[src/rtl/race_state_sequencer.sv]
// race_state_sequencer
//   Race-flow controller driving the shared 3-bit state bus seen by every
//   per-car physics engine. Walks IDLE -> SETTING -> COUNTDOWN -> RACING
//   <-> PAUSE -> FINISH from debounced button pulses and checkpoint lap
//   pulses, runs the start countdown, counts laps and flags completion.
//
// Ports
//   clk          in   1   system clock
//   rst          in   1   synchronous, active-high reset
//   start_pulse  in   1   one-cycle start/confirm press
//   pause_pulse  in   1   one-cycle pause/resume press
//   lap_pulse    in   1   one-cycle pulse when the lead car crosses the line
//   state        out  3   IDLE=0 SETTING=1 COUNTDOWN=3 RACING=4 PAUSE=5 FINISH=6
//   countdown    out  3   remaining countdown value, 0 outside COUNTDOWN
//   lap_count    out  4   completed laps
//   finish_flag  out  1   one-cycle pulse on entry to FINISH
//   race_time    out  16  elapsed RACING ticks (timer build only, else 0)
//
// Configuration
//   RACE_TIMER_EN  when defined, the tick divider also runs in RACING and
//                  race_time counts divider wraps (saturating). When not
//                  defined, race_time is tied to 0 and no timer logic exists.

module race_state_sequencer #(
  parameter int TICK_DIV    = 50_000_000,
  parameter int COUNT_START = 3,
  parameter int LAPS        = 3
) (
  input  logic        clk,
  input  logic        rst,
  input  logic        start_pulse,
  input  logic        pause_pulse,
  input  logic        lap_pulse,
  output logic [2:0]  state,
  output logic [2:0]  countdown,
  output logic [3:0]  lap_count,
  output logic        finish_flag,
  output logic [15:0] race_time
);

  typedef enum logic [2:0] {
    IDLE      = 3'd0,
    SETTING   = 3'd1,
    COUNTDOWN = 3'd3,
    RACING    = 3'd4,
    PAUSE     = 3'd5,
    FINISH    = 3'd6
  } state_t;

  localparam int              DIV_W     = (TICK_DIV > 2) ? $clog2(TICK_DIV) : 1;
  localparam logic [DIV_W-1:0] DIV_LAST = DIV_W'(TICK_DIV - 1);
  localparam logic [2:0]      CNT_LOAD  = 3'(COUNT_START);
  localparam logic [3:0]      LAST_LAP  = 4'(LAPS - 1);

  state_t           state_q;
  logic [DIV_W-1:0] divider;
  logic [3:0]       lap_next;
  logic             div_wrap;

  assign state    = state_q;
  assign div_wrap = (divider == DIV_LAST);
  assign lap_next = (lap_count == 4'd15) ? lap_count : lap_count + 4'd1;

`ifndef RACE_TIMER_EN
  assign race_time = 16'd0;
`endif

  // Single-process FSM. Every state change also clears the divider so each
  // state starts its tick count from zero; the later divider assignment in
  // the RACING branch deliberately overrides the timer update on a transition.
  always_ff @(posedge clk) begin
    if (rst) begin
      state_q     <= IDLE;
      countdown   <= 3'd0;
      lap_count   <= 4'd0;
      finish_flag <= 1'b0;
      divider     <= '0;
`ifdef RACE_TIMER_EN
      race_time   <= 16'd0;
`endif
    end else begin
      finish_flag <= 1'b0;
      case (state_q)
        IDLE: begin
          if (start_pulse) begin
            state_q <= SETTING;
            divider <= '0;
          end
        end
        SETTING: begin
          if (start_pulse) begin
            state_q   <= COUNTDOWN;
            countdown <= CNT_LOAD;
            lap_count <= 4'd0;
            divider   <= '0;
`ifdef RACE_TIMER_EN
            race_time <= 16'd0;
`endif
          end
        end
        COUNTDOWN: begin
          if (div_wrap) begin
            divider <= '0;
            if (countdown == 3'd1) begin
              state_q   <= RACING;
              countdown <= 3'd0;
            end else begin
              countdown <= countdown - 3'd1;
            end
          end else begin
            divider <= divider + 1'b1;
          end
        end
        RACING: begin
`ifdef RACE_TIMER_EN
          if (div_wrap) begin
            divider <= '0;
            if (race_time != 16'hFFFF) race_time <= race_time + 16'd1;
          end else begin
            divider <= divider + 1'b1;
          end
`endif
          if (lap_pulse) lap_count <= lap_next;
          // The lap is credited before pause is considered, so a finishing
          // lap wins over a simultaneous pause press.
          if (lap_pulse && lap_count == LAST_LAP) begin
            state_q     <= FINISH;
            finish_flag <= 1'b1;
            divider     <= '0;
          end else if (pause_pulse) begin
            state_q <= PAUSE;
            divider <= '0;
          end
        end
        PAUSE: begin
          if (pause_pulse) begin
            state_q <= RACING;
            divider <= '0;
          end
        end
        FINISH: begin
          if (start_pulse) begin
            state_q   <= IDLE;
            lap_count <= 4'd0;
            divider   <= '0;
`ifdef RACE_TIMER_EN
            race_time <= 16'd0;
`endif
          end
        end
        default: begin
          // Codes 2 and 7 are never produced; recover to IDLE if seen.
          state_q   <= IDLE;
          countdown <= 3'd0;
          divider   <= '0;
        end
      endcase
    end
  end

endmodule
[config.mk]
export PLATFORM = sky130hd
export DESIGN_NAME = race_state_sequencer
export DESIGN_NICKNAME = d
export VERILOG_FILES = /design/src/rtl/race_state_sequencer.sv
export SDC_FILE = /design/constraint.sdc
export NUM_CORES = 1
export LEC_CHECK = 0
export CAP_MARGIN = 20
export CORE_MARGIN = 1
export CORE_UTILIZATION = 50
export CTS_CLUSTER_SIZE = 24
export DETAILED_ROUTE_END_ITERATION = 6
export GPL_TIMING_DRIVEN = 0
export PLACE_DENSITY = 0.76
export SETUP_SLACK_MARGIN = 0.5
export SYNTH_ARGS = -nofsm -noshare
export SYNTH_HDL_FRONTEND = slang
export SYNTH_SLANG_ARGS = --single-unit
[constraint.sdc]
create_clock -name clk -period 1.8 [get_ports clk]
set_input_delay 0.54 -clock clk [delete_from_list [all_inputs] [get_ports clk]]
set_output_delay 0.54 -clock clk [all_outputs]
set_load 0.03 [all_outputs]
Word-level counts from Yosys, hierarchy flattened
Cells that the tools add are included.
W data, S select, Z words.
{"block": "word_totals", "reg_bits": 37, "inputBits": 5, "out_inout_bits": 27, "word_cells": 62}
{"block": "classes", "addsub": 3, "n_eq_ne": 20, "mux": 22, "bitwise_logic": 2, "reduce_logical": 10}
{"operator": "$mux W26", "count": 4}
{"operator": "$pmux W26 S4", "count": 1}
{"operator": "$mux W3", "count": 10}
{"operator": "$add A26 B1 Y26 const B", "count": 1}
{"operator": "$eq A26 B26 Y1 const B", "count": 1}
{"operator": "$pmux W3 S6", "count": 1}
{"operator": "$ne A2 B2 Y1 const B", "count": 8}
{"operator": "$mux W4", "count": 3}
{"operator": "$eq A3 B3 Y1 const B", "count": 3}
{"operator": "$pmux W3 S3", "count": 1}
{"operator": "$pmux W4 S2", "count": 1}
{"operator": "$reduce_and A7 Y1", "count": 1}
{"operator": "$eq A3 B1 Y1 const B", "count": 2}
{"operator": "$add A4 B1 Y4 const B", "count": 1}
{"operator": "$eq A4 B2 Y1 const B", "count": 1}
{"operator": "$eq A4 B4 Y1 const B", "count": 1}
{"operator": "$ne A2 B1 Y1 const B", "count": 2}
{"operator": "$reduce_and A4 Y1", "count": 1}
{"operator": "$reduce_or A2 Y1", "count": 2}
{"operator": "$reduce_or A4 Y1", "count": 1}
{"operator": "$eq A3 B2 Y1 const B", "count": 1}
{"operator": "$logic_not A3 Y1", "count": 1}
{"operator": "$ne A3 B3 Y1 const B", "count": 1}
{"operator": "$reduce_and A3 Y1", "count": 1}
{"operator": "6 further kinds", "count": 7}

Longest topological paths before layout
{"block": "depth", "ltp_word": 4, "depth_mapped": 8, "mapped_depth_nobuf": 7}

Worst setup path before layout
No wires, ideal clock.
{"block": "synth_path", "path_kind": "reg-to-reg", "from": "register lap_count[0]", "to": "register divider[1]", "setup_time_ns": 0.065, "t_arrival_ns": 1.970, "required_time_ns": 1.735, "setup_slack_ns": -0.235, "path_stages_with_launch": 9, "n_path_buf": 1, "synth_period_minus_slack_ns": 2.035, "path_cell_list": "dfxtp_1 -> inv_1 -> ha_1 -> and4bb_2 -> a211o_1 -> o311ai_1 -> buf_2 -> a22oi_1 -> nor2_1"}
{"block": "synth_between", "elab_chain_len": 4}
{"item": "from (decl)", "line": "36", "rtl": "output logic [3:0] lap_count,"}
{"item": "from (signal assigned)", "line": "123", "rtl": "if (lap_pulse) lap_count <= lap_next;"}
{"item": "$eq A4 B2 Y1", "line": "126", "rtl": "if (lap_pulse && lap_count == LAST_LAP) begin"}
{"item": "$logic_and A1 B1 Y1", "line": "126"}
{"item": "$mux W26", "line": "126"}
{"item": "$pmux W26 S4", "line": "83", "rtl": "case (state_q)"}
{"item": "to (signal assigned)", "line": "111", "rtl": "divider <= divider + 1'b1;"}
{"item": "to (decl)", "line": "56", "rtl": "logic [DIV_W-1:0] divider;"}
No other way between the ends.
A chain may end at the register's enable or synchronous reset.

Worst setup path in the final report
{"block": "layout_path", "from": "register divider[1]", "to": "register divider[12]"}
{"block": "layout_between", "elab_chain_len": 3, "elab_cells_between_ends": 4, "cone_classes": "add/sub (1); eq/ne (1); mux (2)"}
{"item": "$add A26 B1 Y26 or $eq A26 B26 Y1 (tied branches)", "line": "111, 61"}
{"item": "$mux W26 *", "line": "102", "rtl": "if (div_wrap) begin"}
{"item": "$pmux W26 S4 *", "line": "83"}
Every way passes the cells marked *; elsewhere a longest branch is shown, timed or not.

==> reports/qor.txt <==
====================================================================================
TritonCTS Buffers                                                                  5
DR pass1 iterations                                                                6
Sink Count                                                                        37
Cell taking the most area after synthesis                               sky130_fd_sc_hd__dfxtp_1
Clock transition at path regs                                                0.07 ns
Total routing usage reported by global routing                                 29.4%
Count of H-tree levels built during CTS                                            2
Worst setup timing slack at the placement stage                             -1.03 ns
Worst relative slew slack                                                      65.5%
Hold WC Path Type                                                       register to register
Critical path start-end classification                                  register to register
Proportion of synthesized flip-flops having asynchronous set or reset             0%
Post-synth top flop                                                     sky130_fd_sc_hd__dfxtp_1
Total Wirelength                                                             9.64 mm
Ports placed on the boundary                                                      32
Number of failing hold endpoints at the final stage                                0
Synthesis-to-layout area growth                                                61.1%
Worst Hold Endpoint                                                     countdown[2]
Vias in the first global route                                                 2,472
Worst Reg-to-Reg Cells                                                             6
Accumulated negative setup slack                                            -1.19 ns
Starting DRC count in detailed routing                                           359
Row count                                                                         25
Pins over their slew limit                                                         0
Startpoint Class                                                            register
Die Width                                                                    73.2 µm
Cell area after synthesis                                                0.00253 mm²
Portion of synthesized cell area occupied by the leading cell type             29.2%
Final ANT Viol Nets                                                                0
Final critical-path setup slack                                            -0.175 ns
Clock tree from TritonCTS                                                      built
Critical Path RT                                                             2.04 ns
Vertical die dimension                                                       73.2 µm
Syn. warnings                                                                      0
Number of antenna repair diodes                                                    0
Top cells by count, synth                                               37 x sky130_fd_sc_hd__dfxtp_1, 23 x sky130_fd_sc_hd__nor2_1, 23 x sky130_fd_sc_hd__o21ai_0
WL/cell                                                                      19.8 µm
Detail-routed via count per cell                                                6.32
Maximum Capacitance Violations                                                     0
Pwr dens                                                                  467 mW/mm²
Total number of vias                                                           3,086
Hold path startpoint                                                    countdown[2]
Count of input and output buffers                                                 15
Number of enable-type register cells in the synthesized netlist                    0
Count of cells along the worst hold path                                           2
Flop and latch count out of synthesis                                             37
Crit path DAT                                                                2.22 ns
Source-to-sink clock delay at the later pin of the worst-skew pair           0.30 ns
CTS max path bufs                                                                  2
F_max                                                                        506 MHz
Routability congestion estimate from global placement                          0.911
Unique masters post-synth                                                         60
Leading cell type by number of instances after synthesis                sky130_fd_sc_hd__dfxtp_1
RSZ-0062 raised after global routing                                             yes
Total grt overflow                                                                 0
Clock period minus worst slack                                               1.98 ns
Core area                                                                0.00479 mm²
Remaining routing DRC violations                                                   0
Wire length of the first global-routing pass                                 12.1 mm
HPWL Detailed                                                                4.82 mm
Slew of the pin with the lowest slew margin                                 0.516 ns
# setup viols final                                                               17
Leak                                                                         1.59 nW
Clock tree root buffer cell                                             sky130_fd_sc_hd__clkbuf_8
Leading post-synthesis cells by cell area                               sky130_fd_sc_hd__dfxtp_1 29%, sky130_fd_sc_hd__buf_4 4.7%, sky130_fd_sc_hd__o21ai_0 4.5%
Die area                                                                 0.00536 mm²
Final worst-path cycle share                                                    110%
Reg-to-reg endpoint                                                      divider[12]
Reg-to-reg critical path startpoint                                       divider[1]
Cells after synthesis                                                            326
Reg-to-reg slack, setup                                                     -0.18 ns
Peak supply drop                                                            0.407 mV
Final Net Count                                                                  430
Fin Clk Skew                                                              0.00476 ns
Register area share after synthesis                                            29.2%
Filler cells                                                                     266
Pin count of the biggest net entering global routing                              12
Violations in the final reports                                         setup timing
Initial antenna violation count                                                    0
Worst Path Max Fanout                                                              8
Initial Util                                                                   53.0%
Run status                                                              finished, violations left
Setup crit end kind                                                         register
Final standard cell utilization of the core                                    85.3%
Synthesized area per cell                                                   7.78 µm²
CTS hold repair buffers                                                            0
Layout cell share with drive strength beyond 1                                 48.0%
====================================================================================
==> placed cells by master, fill, tap and decap left out, types with 3 or more instances in the layout <==
cell,netlist,layout
sky130_fd_sc_hd__a21o_1,3,3
sky130_fd_sc_hd__a21oi_1,19,13
sky130_fd_sc_hd__a21oi_2,0,6
sky130_fd_sc_hd__a22oi_1,3,3
sky130_fd_sc_hd__and4_1,6,4
sky130_fd_sc_hd__buf_4,16,59
sky130_fd_sc_hd__buf_6,0,31
sky130_fd_sc_hd__buf_8,0,5
sky130_fd_sc_hd__clkbuf_8,0,14
sky130_fd_sc_hd__conb_1,1,16
sky130_fd_sc_hd__dfxtp_1,37,11
sky130_fd_sc_hd__dfxtp_2,0,14
sky130_fd_sc_hd__dfxtp_4,0,12
sky130_fd_sc_hd__ha_4,0,3
sky130_fd_sc_hd__inv_1,9,7
sky130_fd_sc_hd__mux2i_1,3,3
sky130_fd_sc_hd__nand2_1,19,18
sky130_fd_sc_hd__nand2b_1,5,4
sky130_fd_sc_hd__nand3_1,14,11
sky130_fd_sc_hd__nand3_2,2,3
sky130_fd_sc_hd__nand3b_1,9,9
sky130_fd_sc_hd__nand4_1,14,14
sky130_fd_sc_hd__nand4b_1,5,5
sky130_fd_sc_hd__nor2_1,23,20
sky130_fd_sc_hd__nor2b_1,6,4
sky130_fd_sc_hd__nor3_1,9,5
sky130_fd_sc_hd__o21ai_0,23,15
sky130_fd_sc_hd__o21ai_1,2,5
sky130_fd_sc_hd__o21ai_4,0,3
sky130_fd_sc_hd__or4_1,8,5
sky130_fd_sc_hd__or4_4,1,4
==> worst max path at each step <==
stage                           from           to  slack [ns]  cells past startpoint
after global routing      divider[0]  divider[12]       -0.19                      6
after floorplan           divider[1]  divider[12]        0.02                      6
after global placement           rst     state[0]       -0.98                      6
final                     divider[1]  divider[12]       -0.18                      6
after detailed placement         rst     state[2]       -1.03                      6
after CTS                 divider[0]  divider[12]       -0.09                      6
==> power breakdown <==
part | internal, mW | switching (mW) | leakage, nW
Combinational | 0.217 | 0.272 | 1.23
Clock | 0.270 | 0.315 | 0.0399
Sequential | 0.820 | 0.0136 | 0.315
Total | 1.31 | 0.601 | 1.59
==> per-stage QoR <==
| stage | cell area [µm²] | hold WS [ns] | power, mW | instances |
|---|---|---|---|---|
| 2_1_floorplan | 2820 | 0.479 | 1.12 | 341 |
| 3_3_place_gp | 3050 | 0.481 | 1.20 | 423 |
| 3_5_place_dp | 3050 | 0.495 | 1.20 | 423 |
| 4_1_cts | 3590 | 0.504 | 1.85 | 458 |
| 5_1_grt | 4080 | 0.528 | 1.97 | 488 |
| 6_report | 4080 | 0.508 | 1.91 | 488 |
==> flip-flops by register name, indices dropped and copies added (netlist names) <==
register / count
divider: 26
lap_count: 4
state: 3
countdown: 3
finish_flag: 1
==> repair_timing <==
action / 4_1_cts / 5_1_grt
setup buffers: 26 / 30
resized for setup: 146 / 71
endpoints found under the setup margin: 48 / 48
pin swaps: 28 / 41
cloned: 1 / 0
==> area by class of cell <==
cell class / instances / area, µm² / share of cell area, %
Tap cell: 67 / 83.8 / 2.05
Clock buffer: 7 / 76.3 / 1.87
Clock inverter: 1 / 3.75 / 0.0919
Multi-Input combinational cell: 255 / 2010 / 49.2
Buffer: 40 / 414 / 10.1
Inverter: 9 / 37.5 / 0.919
Sequential cell: 37 / 803 / 19.7
Timing Repair Buffer: 72 / 654 / 16.0
==> critical path: stages (launching register included) <==
cell,delay (ns)
sky130_fd_sc_hd__dfxtp_4,0.37
sky130_fd_sc_hd__ha_4,0.14
sky130_fd_sc_hd__nand4_1,0.19
sky130_fd_sc_hd__or4_4,0.59
sky130_fd_sc_hd__buf_8,0.15
sky130_fd_sc_hd__or4_1,0.40
sky130_fd_sc_hd__nand3_1,0.08
==> kinds of logic (layout without fill, tap and decap cells) <==
| group | count (synthesis) | in the layout | share of synthesized area, % |
|---|---|---|---|
| DFF | 37 | 37 | 29.2 |
| and+or+nand+nor | 148 | 148 | 35.6 |
| buffers and inverters | 49 | 129 | 9.97 |
| other | 1 | 16 | 0.148 |
| xor gates and xnor gates | 2 | 2 | 0.691 |
| muxes | 3 | 3 | 1.18 |
| adders and majority gates | 5 | 5 | 2.47 |
| AOI/OAI and AO/OA | 81 | 81 | 20.7 |
==> metal layers <==
metal  GRT usage (%)  share of wire, %
met5               0                 0
met4            11.3               4.2
met3            4.83               9.1
met2            48.7                49
met1            38.1                38
(Power assumes the default switching activity.)
